`src/rtl/imm_pkg.sv`:
```
// rtl/imm_pkg.sv - immediate format codes and datapath width shared by the immediate generator
package imm_pkg;
    localparam int XLEN = 32;

    localparam logic [2:0] IMM_I = 3'd0;
    localparam logic [2:0] IMM_S = 3'd1;
    localparam logic [2:0] IMM_B = 3'd2;
    localparam logic [2:0] IMM_J = 3'd3;
    localparam logic [2:0] IMM_U = 3'd4;
endpackage

```
`src/rtl/imm_decode.sv`:
```
// rtl/imm_decode.sv - combinational RV32 immediate format mux; EXTEND_ILLEGAL_FLAG_EN adds illegal-code flag
module imm_decode
    import imm_pkg::*;
(
    input  logic [31:7]     InstrD,
    input  logic [2:0]      ImmSrcD,
`ifdef EXTEND_ILLEGAL_FLAG_EN
    output logic            ImmIllegalD,
`endif
    output logic [XLEN-1:0] ImmExtD
);

    logic w_sign;
    assign w_sign = InstrD[31];

    // Unused codes 5..7 resolve to zero so the datapath never sees X.
    always_comb begin
        ImmExtD = '0;
        case (ImmSrcD)
            IMM_I: ImmExtD = {{20{w_sign}}, InstrD[31:20]};
            IMM_S: ImmExtD = {{20{w_sign}}, InstrD[31:25], InstrD[11:7]};
            IMM_B: ImmExtD = {{19{w_sign}}, InstrD[31], InstrD[7], InstrD[30:25], InstrD[11:8], 1'b0};
            IMM_J: ImmExtD = {{11{w_sign}}, InstrD[31], InstrD[19:12], InstrD[20], InstrD[30:21], 1'b0};
            IMM_U: ImmExtD = {InstrD[31:12], 12'b0};
            default: ImmExtD = '0;
        endcase
    end

`ifdef EXTEND_ILLEGAL_FLAG_EN
    assign ImmIllegalD = (ImmSrcD > IMM_U);
`endif

endmodule

```
`src/rtl/imm_extend_unit.sv`:
```
// rtl/imm_extend_unit.sv - decode-stage immediate generator plus D->E register; EXTEND_ILLEGAL_FLAG_EN adds illegal flag
module imm_extend_unit
    import imm_pkg::*;
(
    input  logic            clk,
    input  logic            reset,
    input  logic [31:7]     InstrD,
    input  logic [2:0]      ImmSrcD,
    input  logic            StallE,
    input  logic            FlushE,
`ifdef EXTEND_ILLEGAL_FLAG_EN
    output logic            ImmIllegalD,
    output logic            ImmIllegalE,
`endif
    output logic [XLEN-1:0] ImmExtD,
    output logic [XLEN-1:0] ImmExtE
);

    logic [XLEN-1:0] w_imm_ext_d;
    logic [XLEN-1:0] r_imm_ext_e;

`ifdef EXTEND_ILLEGAL_FLAG_EN
    logic w_illegal_d;
    logic r_illegal_e;
`endif

    imm_decode u_imm_decode (
        .InstrD      (InstrD),
        .ImmSrcD     (ImmSrcD),
`ifdef EXTEND_ILLEGAL_FLAG_EN
        .ImmIllegalD (w_illegal_d),
`endif
        .ImmExtD     (w_imm_ext_d)
    );

    // Flush wins over stall so a bubble can be injected into a stalled stage.
    always_ff @(posedge clk) begin
        if (reset) begin
            r_imm_ext_e <= '0;
        end else if (FlushE) begin
            r_imm_ext_e <= '0;
        end else if (!StallE) begin
            r_imm_ext_e <= w_imm_ext_d;
        end
    end

    assign ImmExtD = w_imm_ext_d;
    assign ImmExtE = r_imm_ext_e;

`ifdef EXTEND_ILLEGAL_FLAG_EN
    always_ff @(posedge clk) begin
        if (reset) begin
            r_illegal_e <= 1'b0;
        end else if (FlushE) begin
            r_illegal_e <= 1'b0;
        end else if (!StallE) begin
            r_illegal_e <= w_illegal_d;
        end
    end

    assign ImmIllegalD = w_illegal_d;
    assign ImmIllegalE = r_illegal_e;
`endif

endmodule

```
`config.mk`:
```
export PLATFORM = sky130hd
export DESIGN_NAME = imm_extend_unit
export DESIGN_NICKNAME = d
export VERILOG_FILES = /design/src/rtl/imm_pkg.sv /design/src/rtl/imm_decode.sv /design/src/rtl/imm_extend_unit.sv
export SDC_FILE = /design/constraint.sdc
export NUM_CORES = 1
export LEC_CHECK = 0
export ABC_AREA = 1
export BUFFER_PORTS_ARGS = -buffer_cell sky130_fd_sc_hd__buf_2
export CORE_ASPECT_RATIO = 1.5
export CORE_MARGIN = 3
export CORE_UTILIZATION = 25
export CTS_BUF_LIST = sky130_fd_sc_hd__clkbuf_4 sky130_fd_sc_hd__clkbuf_8
export DETAILED_ROUTE_END_ITERATION = 10
export SLEW_MARGIN = 0
export SYNTH_ARGS = -nofsm -noshare
export SYNTH_HDL_FRONTEND = slang
export SYNTH_SLANG_ARGS = --single-unit
```
`constraint.sdc`:
```
create_clock -name clk -period 1.1 [get_ports clk]
set_input_delay 0.22 -clock clk [delete_from_list [all_inputs] [get_ports clk]]
set_output_delay 0.22 -clock clk [all_outputs]
set_load 0.02 [all_outputs]
```
==> results of run 1 <==
layout make-up:
class	count	area [sq um]
clock buffer	6	76.3
fill	652	3310
timing repair buffer	151	1210
clock inverter	2	35.0
multi-input combinational	177	1070
inverter	30	128
sequential	32	641
tap	76	95.1
placed cells by master, fill, tap and decap left out:
| master | count |
|---|---|
| dfxtp_1 | 32 |
| buf_8 | 2 |
| nand3_4 | 2 |
| clkbuf_8 | 5 |
| nand3_2 | 21 |
| nand4_1 | 10 |
| a21oi_1 | 1 |
| inv_1 | 25 |
| nor2_4 | 5 |
| buf_16 | 1 |
| buf_6 | 30 |
| buf_2 | 62 |
| clkbuf_4 | 1 |
| clkinv_2 | 1 |
| o21ai_4 | 6 |
| nor2_1 | 65 |
| o21ai_0 | 22 |
| inv_4 | 3 |
| nand2_4 | 4 |
| o21ai_1 | 8 |
| inv_8 | 1 |
| nand3_1 | 7 |
| nand2_2 | 14 |
| buf_4 | 50 |
| nand2_1 | 12 |
| buf_12 | 5 |
| inv_2 | 1 |
| bufbuf_16 | 1 |
| bufinv_16 | 1 |
critical path: stages:
cell     delay, ns
buf_8         0.10
nor2_4        0.22
buf_6         0.19
nand3_2       0.08
nand3_2       0.09
buf_6         0.12
power by group through the flow:
stage                     clock network, mW  registers, mW  logic (mW)
final                                  1.14           1.23        1.14
after detailed placement                  0           1.25       0.840
after CTS                              1.20           1.23        1.10
after floorplan                           0           1.31       0.413
after global routing                   1.24           1.23        1.23
after global placement                    0           1.25       0.834
layer usage:
metal  wire (um)  GRT usage (%)  up-vias
met3         292           2.80       14
li1            -              -     1095
met5           0              0        -
met4         181           6.48        0
met2        3590           30.1       64
met1        2390           17.8      988
how the worst min path moves through the flow:
stage	startpoint	to	slack (ns)	cells past startpoint
6_report	reset	ImmExtE[9]	0.24	4
3_5_place_dp	ImmExtE[11]	ImmExtE[11]	0.52	2
2_1_floorplan	InstrD[31]	ImmExtE[31]	0.38	2
4_1_cts	reset	ImmExtE[9]	0.23	4
3_3_place_gp	ImmExtE[9]	ImmExtE[9]	0.50	2
5_1_grt	FlushE	ImmExtE[5]	0.24	4
kinds of logic (layout without fill, tap and decap cells):
| kind of cell | Yosys count | after routing | synth area share, % |
|---|---|---|---|
| and+or+nand+nor | 140 | 140 | 38.2 |
| buffers and inverters | 46 | 189 | 12.4 |
| DFF | 32 | 32 | 37.3 |
| AOI/OAI and AO/OA | 37 | 37 | 12.1 |
timing repair:
action | CTS | global route
gates resized for setup | 113 | 19
setup endpoints to repair | 32 | 27
cloned | 2 | 0
pin swaps | 22 | 6
buffers inserted | 13 | 4
==> impl_metrics.toml, run 1 <==
[outcome]
outcome = "finished with violations"
violations = "negative setup slack"

[setup_path]
reg2reg_slack_ns = 0.37
r2r_end = "ImmExtE[0]"
worstReg2RegStart = "ImmExtE[0]"
crit_fanout = 8
cp.arrival_ns = 1.04
cp-start-kind = "primary input"
critPathRequiredTime_ns = 0.88
startpoint = "ImmSrcD[0]"
r2r_cells = 4
critPathKind = "primary input to primary output"
critPathCapture = "ImmExtD[12]"
cp-end-kind = "primary output"

[sta]
timing.hold.ws_ns = 0.237
rsz0062_at_grt = "true"
setup_viol = 24
fin_crit_ns = 1.26
finalHoldViolCount = 0
setup_slack_ns = -0.160
fmax_ghz = 0.794
relSlewSlack_pct = 64.3
timing.setup.tns_ns = -3.39
slew_violations = 0
clock_skew_ns = 0
finalCritPeriodShare_pct = 115
worst_pin_slew_ns = 0.535

[routing]
drc = 0
num_vias = 2161
wl_per_cell_um = 13.6
dr.pass1.iters = 4
via_per_inst = 4.56
wirelength_mm = 6.46
drt_iter0_markers = 122
ant_nets = 0

[synth]
synth-async-reset-ratio_pct = 0
ys_seq_area_share_pct = 37.3
synth_edf_count = 0
netlist_top_cells_count = "68 x nor2_1, 32 x dfxtp_1, 27 x inv_1, 27 x nand2_1, 24 x o21ai_0"
syn-num-nets = 287
syn_area_sq_um = 1720
yosysTopAreaCell = "dfxtp_1"
yosysTopAreaCellShare_pct = 37.3
yosysWarningCount = 0
synth_ff_type = "dfxtp_1"
ys_types = 20
synth-seq-cells = 32
yosys.cell_count.top_type = "nor2_1"
synthTopCellsByArea = "dfxtp_1 37%, nor2_1 15%, o21ai_0 7.0%"
syn_avg_cell_area_sq_um = 6.73
netlist_instances = 255

[power_and_ir_drop]
p_per_area_nw_per_um2 = 1080
switchingPower_mw = 1.07
p_clk_share_pct = 32.5
p_sw_share_pct = 30.5
combPwrFrac_pct = 32.6
p_int_mw = 2.44
p_leak_nw = 1.79
finalPower_mw = 3.51
vdd_drop_max_v = 0.000530
power.share.sequential_pct = 34.9

[hold_path]
min_path_type = "primary input to flop"

[clock_network]
htreeDepth = 2
cts_buffer_depth = 2
root_buffer = "clkbuf_8"
clock_latency_ns = 0.27
clk_pin_slew_ns = 0.07
cts_tree = "done"
holdBufCountCts = 0
cts_made_buffers = 5
cts_sinks = 32

[placed_design]
port_buffers = 95
dp.cells = 447
preCtsSetupSlack_ns = -0.263
dp_hpwl_mm = 4.50
postPlaceCellArea_sq_um = 2490
place_congestion = 0.893

[final_layout]
finalNonFillerCells = 474
drive_gt1_share_pct = 54.3
fin_nets = 429
final_area_sq_um = 3260
insertedDiodeCount = 0
fin_util_pct = 49.6
largest_reg_flops = 32
area_growth_pct = 90.0

[global_routing]
grt_pass1_vias = 2145
grt_pass1_wl_mm = 10.1
antenna_found_initial = 0
grt_max_degree = 38
grt_usage_pct = 16.3
grt-ovfl-total = 0

[floorplan]
num_rows = 36
die-area_sq_um = 7920
start_util_pct = 26.1
die_h_um = 107
core_region_area_sq_um = 6580
die_w_um = 73.7
ios = 96

[job]
maxCapViolCount = 0
(Power assumes the default switching activity.)
==> run 2, diff against run 1 <==
--- a/config.mk
+++ b/config.mk
@@ -12,6 +12,7 @@
 export CORE_UTILIZATION = 25
 export CTS_BUF_LIST = sky130_fd_sc_hd__clkbuf_4 sky130_fd_sc_hd__clkbuf_8
 export DETAILED_ROUTE_END_ITERATION = 10
+export SETUP_SLACK_MARGIN = 0.5
 export SLEW_MARGIN = 0
 export SYNTH_ARGS = -nofsm -noshare
 export SYNTH_HDL_FRONTEND = slang
==> run 2 against run 1 <==
Against the previous run: the flow still finishes with violations (negative setup slack); first-iteration DRC count down 52%; routed wire length up 7.8%; critical path type unchanged; critical endpoint is now ImmExtD[15]; sequential power about the same.
==> impl_metrics.toml, run 2 (synthesis gave the netlist of run 1 again) <==
[setup_path]
worstReg2RegStart = "ImmExtE[30]"
critPathKind = "primary input to primary output"
crit_fanout = 7
critPathBufInv = 4
cp-end-kind = "primary output"
r2r_cells = 5
critPathTopFamily = "buffers and inverters"
crit_slowest_cell = "nor2_4"
max_stage_delay_ns = 0.15
reg2reg_slack_ns = 0.31
r2r_end = "ImmExtE[30]"
critPathRequiredTime_ns = 0.88
crit_chain = "buf_8 > nor2_4 > buf_12 > buf_12 > nand3_2 > nand3_2 > buf_6"
cp.arrival_ns = 1.04
cp-start-kind = "primary input"

[outcome]
violations = "negative setup slack"
outcome = "finished with violations"

[global_routing]
grt_pass1_wl_mm = 10.7
grt_max_degree = 27
grt-ovfl-total = 0
antenna_found_initial = 0
grt_usage_pct = 17.2
grt_pass1_vias = 2254

[routing]
wl_per_cell_um = 14.7
num_vias = 2209
drt_iter0_markers = 59
ant_nets = 0
dr.pass1.iters = 4
drc = 0
wirelength_mm = 6.96
via_per_inst = 4.67

[placed_design]
port_buffers = 95
preCtsSetupSlack_ns = -0.210
place_congestion = 0.836
dp_hpwl_mm = 4.69
postPlaceCellArea_sq_um = 2650

[sta]
finalCritPeriodShare_pct = 114
slew_violations = 0
setup_viol = 24
clock_skew_ns = 0
setup_slack_ns = -0.158
rsz0062_at_grt = "true"
fmax_ghz = 0.795
timing.hold.ws_ns = 0.251
worst_pin_slew_ns = 0.241
finalHoldViolCount = 0
relSlewSlack_pct = 83.8
fin_crit_ns = 1.26

[clock_network]
clock_latency_ns = 0.27
cts_sinks = 32
htreeDepth = 2
holdBufCountCts = 0
cts_made_buffers = 5
root_buffer = "clkbuf_8"
cts_buffer_depth = 2
cts_tree = "done"
clk_pin_slew_ns = 0.07

[final_layout]
drive_gt1_share_pct = 72.8
fin_nets = 428
final_area_sq_um = 3950
area_growth_pct = 130
fin_util_pct = 60.0
layout_common_cells = "86 x buf_6, 49 x nor2_1, 32 x dfxtp_2"
layout_commonest_cell = "buf_6"
insertedDiodeCount = 0
largest_reg_flops = 32

[hold_path]
min_path_type = "primary input to flop"
min_from = "InstrD[31]"
hold_end = "ImmExtE[31]"
hold_depth = 3

[power_and_ir_drop]
switchingPower_mw = 1.18
p_per_area_nw_per_um2 = 980
vdd_drop_max_v = 0.000717
combPwrFrac_pct = 35.6
p_leak_nw = 1.92
p_int_mw = 2.69
p_clk_share_pct = 32.1
p_sw_share_pct = 30.6
power.share.sequential_pct = 32.3

[floorplan]
core_region_area_sq_um = 6580
num_rows = 36
die_w_um = 73.7
start_util_pct = 26.1
die_h_um = 107
die-area_sq_um = 7920
ios = 96

[job]
maxCapViolCount = 0
[run 2: cell types whose count changed in the layout (fill, tap and decap cells not counted), sizes merged]
| cell | change |
|---|---|
| bufbuf | -1 |
| clkbuf | +1 |
| clkinvlp | +1 |
| inv | -2 |
[run 2: worst max-delay path by stage]
stage / to / cells past startpoint / from
2_1_floorplan: ImmExtD[25] / 4 / ImmSrcD[1]
3_3_place_gp: ImmExtD[0] / 6 / ImmSrcD[2]
3_5_place_dp: ImmExtD[0] / 6 / ImmSrcD[2]
4_1_cts: ImmExtD[12] / 7 / ImmSrcD[1]
5_1_grt: ImmExtD[12] / 7 / ImmSrcD[0]
6_report: ImmExtD[15] / 7 / ImmSrcD[0]
[run 2: final cells by class]
cell class / instances / area, sq um
fill: 525 / 2630
timing repair buffer: 150 / 1560
multi-input combinational: 177 / 1350
sequential: 32 / 681
inverter: 30 / 141
clock buffer: 7 / 96.3
tap: 76 / 95.1
clock inverter: 1 / 30.0
[run 2: power by group through the flow]
| stage | Clock [mW] | Sequential (mW) | Combinational [mW] |
|---|---|---|---|
| global placement | 0 | 1.26 | 0.886 |
| floorplan | 0 | 1.32 | 0.490 |
| detailed placement | 0 | 1.26 | 0.895 |
| finish | 1.24 | 1.25 | 1.38 |
| global route | 1.31 | 1.25 | 1.47 |
| CTS | 1.29 | 1.25 | 1.25 |
[run 2: worst register-to-register path, cell delays in order (launching register included)]
cell and delay, ns:
dfxtp_2 0.32, buf_4 0.12, nor2_1 0.09, nor2_1 0.06, o21ai_2 0.05, inv_1 0.04
[run 2: per-layer routing]
metal  track usage (%)  up-vias  wire (um)
met5                 0        -          0
met4              7.12        0        110
met3              1.87        8        263
met2              32.2       56       4170
met1              18.8     1049       2420
li1                  -     1096          -
[run 2: through the flow]
step                setup TNS (ns)  power [mW]  instances
finish                       -3.29        3.87        473
global route                 -4.12        4.04        473
CTS                          -2.78        3.78        465
detailed placement           -6.16        2.16        443
global placement             -5.49        2.15        443
floorplan                        0        1.81        255
[run 2: what timing repair did]
action | CTS | global route
hold endpoints to repair | 0 | 0
resized for setup | 206 | 61
cloned | 2 | 0
endpoints found under the setup margin | 96 | 96
setup buffers | 12 | 8
pin swaps | 23 | 18
==> run 3, diff against run 2 <==
--- a/config.mk
+++ b/config.mk
@@ -9,10 +9,12 @@
 export BUFFER_PORTS_ARGS = -buffer_cell sky130_fd_sc_hd__buf_2
 export CORE_ASPECT_RATIO = 1.5
 export CORE_MARGIN = 3
-export CORE_UTILIZATION = 25
+export CORE_UTILIZATION = 46
 export CTS_BUF_LIST = sky130_fd_sc_hd__clkbuf_4 sky130_fd_sc_hd__clkbuf_8
 export DETAILED_ROUTE_END_ITERATION = 10
+export PLACE_DENSITY = 0.83
 export SETUP_SLACK_MARGIN = 0.5
+export SKIP_CTS_REPAIR_TIMING = 1
 export SLEW_MARGIN = 0
 export SYNTH_ARGS = -nofsm -noshare
 export SYNTH_HDL_FRONTEND = slang
==> run 3 against run 2 <==
Against the previous run: the run now fails in global routing (5_1_grt); synthesized cell count is the same; synthesized area is the same.
==> impl_metrics.toml, run 3 <==
[outcome]
outcome = "stopped before the end"
lastStage = "global routing (5_1_grt)"
tool.error = "[ERROR DPL-0038] Utilization greater than 100%, impossible to legalize"

[synth]
synth_edf_count = 0
synth_ff_type = "dfxtp_1"
ys_seq_area_share_pct = 37.3
syn_avg_cell_area_sq_um = 6.73
yosys.cell_count.top_type = "nor2_1"
syn-num-nets = 287
netlist_instances = 255
syn_area_sq_um = 1720
yosysTopAreaCellShare_pct = 37.3
netlist_top_cells_count = "68 x nor2_1, 32 x dfxtp_1, 27 x inv_1, 27 x nand2_1, 24 x o21ai_0"
yosysWarningCount = 0
synth-async-reset-ratio_pct = 0
synth-seq-cells = 32
yosysTopAreaCell = "dfxtp_1"
synthTopCellsByArea = "dfxtp_1 37%, nor2_1 15%, o21ai_0 7.0%"
ys_types = 20

[clock_network]
cts_buffer_depth = 2
cts_made_buffers = 5
htreeDepth = 2
root_buffer = "clkbuf_8"
cts_sinks = 32

[placed_design]
port_buffers = 95
preCtsSetupSlack_ns = -0.233
dp.cells = 407
dp_hpwl_mm = 4.24
place_congestion = 0.853

[floorplan]
ios = 96
die_h_um = 80.8
num_rows = 26
start_util_pct = 49.3
die_w_um = 55.9

[sta]
endpoint_type = "top-level output"
grt-worst-endpoint = "ImmExtD[25]"

[global_routing]
grt_max_degree = 38
## run 3: cell counts after synthesis
No cell type changed its count.
## run 3: cells by family after synthesis
group	Yosys count	share of synthesized area, %
flops	32	37.3
compound gates	37	12.1
buf+inv	46	12.4
simple gates	140	38.2
## run 3: through the flow
step / cell area (sq um) / hold WS [ns] / utilization (%)
2_1_floorplan: 1940 / 0.385 / -
3_3_place_gp: 2580 / 0.457 / 74.2
3_5_place_dp: 2580 / 0.487 / 74.2
4_1_cts: 2710 / 0.254 / 77.9
==> run 4, diff against run 3 <==
--- a/config.mk
+++ b/config.mk
@@ -7,13 +7,10 @@
 export LEC_CHECK = 0
 export ABC_AREA = 1
 export BUFFER_PORTS_ARGS = -buffer_cell sky130_fd_sc_hd__buf_2
-export CORE_ASPECT_RATIO = 1.5
 export CORE_MARGIN = 3
-export CORE_UTILIZATION = 46
-export CTS_BUF_LIST = sky130_fd_sc_hd__clkbuf_4 sky130_fd_sc_hd__clkbuf_8
+export CORE_UTILIZATION = 40
 export DETAILED_ROUTE_END_ITERATION = 10
-export PLACE_DENSITY = 0.83
-export SETUP_SLACK_MARGIN = 0.5
+export PLACE_DENSITY_LB_ADDON = 0.15
 export SKIP_CTS_REPAIR_TIMING = 1
 export SLEW_MARGIN = 0
 export SYNTH_ARGS = -nofsm -noshare
==> run 4 against run 3 <==
Against the previous run: the flow now finishes, with violations (negative setup slack).
==> impl_metrics.toml, run 4 (synthesis gave the netlist of run 1 again) <==
[outcome]
outcome = "finished with violations"
violations = "negative setup slack"

[sta]
fmax_ghz = 0.818
rsz0062_at_grt = "true"
relSlewSlack_pct = 63.3
finalCritPeriodShare_pct = 111
finalHoldViolCount = 0
clock_skew_ns = 0
slew_violations = 0
setup_viol = 24
setup_slack_ns = -0.123
worst_pin_slew_ns = 0.549
timing.setup.tns_ns = -2.07
fin_crit_ns = 1.22

[global_routing]
grt_max_degree = 38
grt_pass1_vias = 1817
grt_pass1_wl_mm = 7.79
antenna_found_initial = 0
grt-ovfl-total = 0
grt_usage_pct = 18.8

[clock_network]
cts_sinks = 32
cts_made_buffers = 5
cts_buffer_depth = 2
clock_latency_ns = 0.27
clk_pin_slew_ns = 0.06
root_buffer = "clkbuf_8"
cts_tree = "done"
htreeDepth = 2

[hold_path]
hold_end = "ImmExtE[3]"
min_from = "InstrD[10]"
hold_depth = 5
min_path_type = "primary input to flop"

[placed_design]
postPlaceCellArea_sq_um = 2370
preCtsSetupSlack_ns = -0.169
place_congestion = 0.806
dp.cells = 409
dp_hpwl_mm = 3.72
port_buffers = 95

[floorplan]
ios = 96
die_h_um = 71.5
num_rows = 23
die-area_sq_um = 5110
start_util_pct = 42.3
die_w_um = 71.5
core_region_area_sq_um = 4060

[routing]
via_per_inst = 4.84
drt_iter0_markers = 61
num_vias = 2041
drc = 0
dr.pass1.iters = 4
wl_per_cell_um = 12.5
wirelength_mm = 5.26
ant_nets = 0

[job]
maxCapViolCount = 0

[power_and_ir_drop]
switchingPower_mw = 0.981
finalPower_mw = 3.27
combPwrFrac_pct = 29.5
p_clk_share_pct = 33.1
p_int_mw = 2.29
p_sw_share_pct = 30.0
power.share.sequential_pct = 37.4
p_leak_nw = 1.61
p_per_area_nw_per_um2 = 1150
vdd_drop_max_v = 0.000711

[final_layout]
fin_nets = 403
largest_reg_flops = 32
layout_common_cells = "68 x nor2_1, 67 x buf_2, 32 x dfxtp_1"
final_area_sq_um = 2840
fillers = 367
layout_commonest_cell = "nor2_1"
insertedDiodeCount = 0
drive_gt1_share_pct = 48.9
finalNonFillerCells = 422
area_growth_pct = 65.3

[setup_path]
critPathKind = "primary input to primary output"
crit_slowest_cell = "nor2_4"
reg2reg_slack_ns = 0.40
crit_chain = "buf_12 > nor2_4 > nand2_1 > nand2_2 > nand2_2 > nand2_2 > buf_6"
crit_fanout = 6
cp-start-kind = "primary input"
r2r_cells = 4
max_stage_delay_ns = 0.18
cp-end-kind = "primary output"
crit_top_cell = "nand2_2"
critPathBufInv = 2
r2r_end = "ImmExtE[0]"
worstReg2RegStart = "ImmExtE[0]"
critPathTopFamily = "simple AND/OR/NAND/NOR gates"
cp.arrival_ns = 1.00
critPathRequiredTime_ns = 0.88
[run 4: worst register-to-register path: cells and delay by family, from the launching register on]
kind / cells / cell delay, ns
AOI/OAI and AO/OA: 1 / 0.09
DFF: 1 / 0.31
and+or+nand+nor: 2 / 0.14
buffers and inverters: 1 / 0.05
[run 4: how the worst max path moves through the flow]
stage	from	cells after the start	endpoint	slack, ns
2_1_floorplan	ImmSrcD[1]	4	ImmExtD[30]	0.0006
3_3_place_gp	ImmSrcD[0]	6	ImmExtD[19]	-0.15
3_5_place_dp	ImmSrcD[0]	6	ImmExtD[13]	-0.17
4_1_cts	ImmSrcD[0]	6	ImmExtD[13]	-0.17
5_1_grt	ImmSrcD[1]	7	ImmExtD[3]	-0.19
6_report	ImmSrcD[1]	7	ImmExtD[3]	-0.12
[run 4: per-layer routing]
layer	part of all wire, %	GRT usage, %	routed length [um]
met5	0	0	0
met3	7.3	5.19	382
met4	1.0	6.47	55
met1	43	23.2	2260
met2	49	31.3	2570
[run 4: stage by stage]
| step | hold WS (ns) | utilization [%] |
|---|---|---|
| 6_report | 0.265 | 69.9 |
| 5_1_grt | 0.292 | 69.9 |
| 4_1_cts | 0.241 | 61.1 |
| 3_5_place_dp | 0.511 | 58.4 |
| 3_3_place_gp | 0.506 | 58.4 |
| 2_1_floorplan | 0.382 | - |
[run 4: area by class of cell]
class,count,area (sq um),share of cell area [%]
Clock buffer,6,72.6,2.56
Clock inverter,2,35.0,1.23
Inverter,30,123,4.32
Multi-Input combinational cell,177,981,34.6
Sequential cell,32,641,22.6
Tap cell,50,62.6,2.20
Timing Repair Buffer,124,917,32.3
Timing Repair inverter,1,6.26,0.220
[run 4: power by group through the flow]
stage / Clock (mW) / Combinational (mW) / Sequential (mW)
floorplan: 0 / 0.413 / 1.31
global placement: 0 / 0.779 / 1.25
detailed placement: 0 / 0.785 / 1.25
CTS: 1.12 / 0.788 / 1.23
global route: 1.16 / 1.04 / 1.23
finish: 1.08 / 0.964 / 1.23
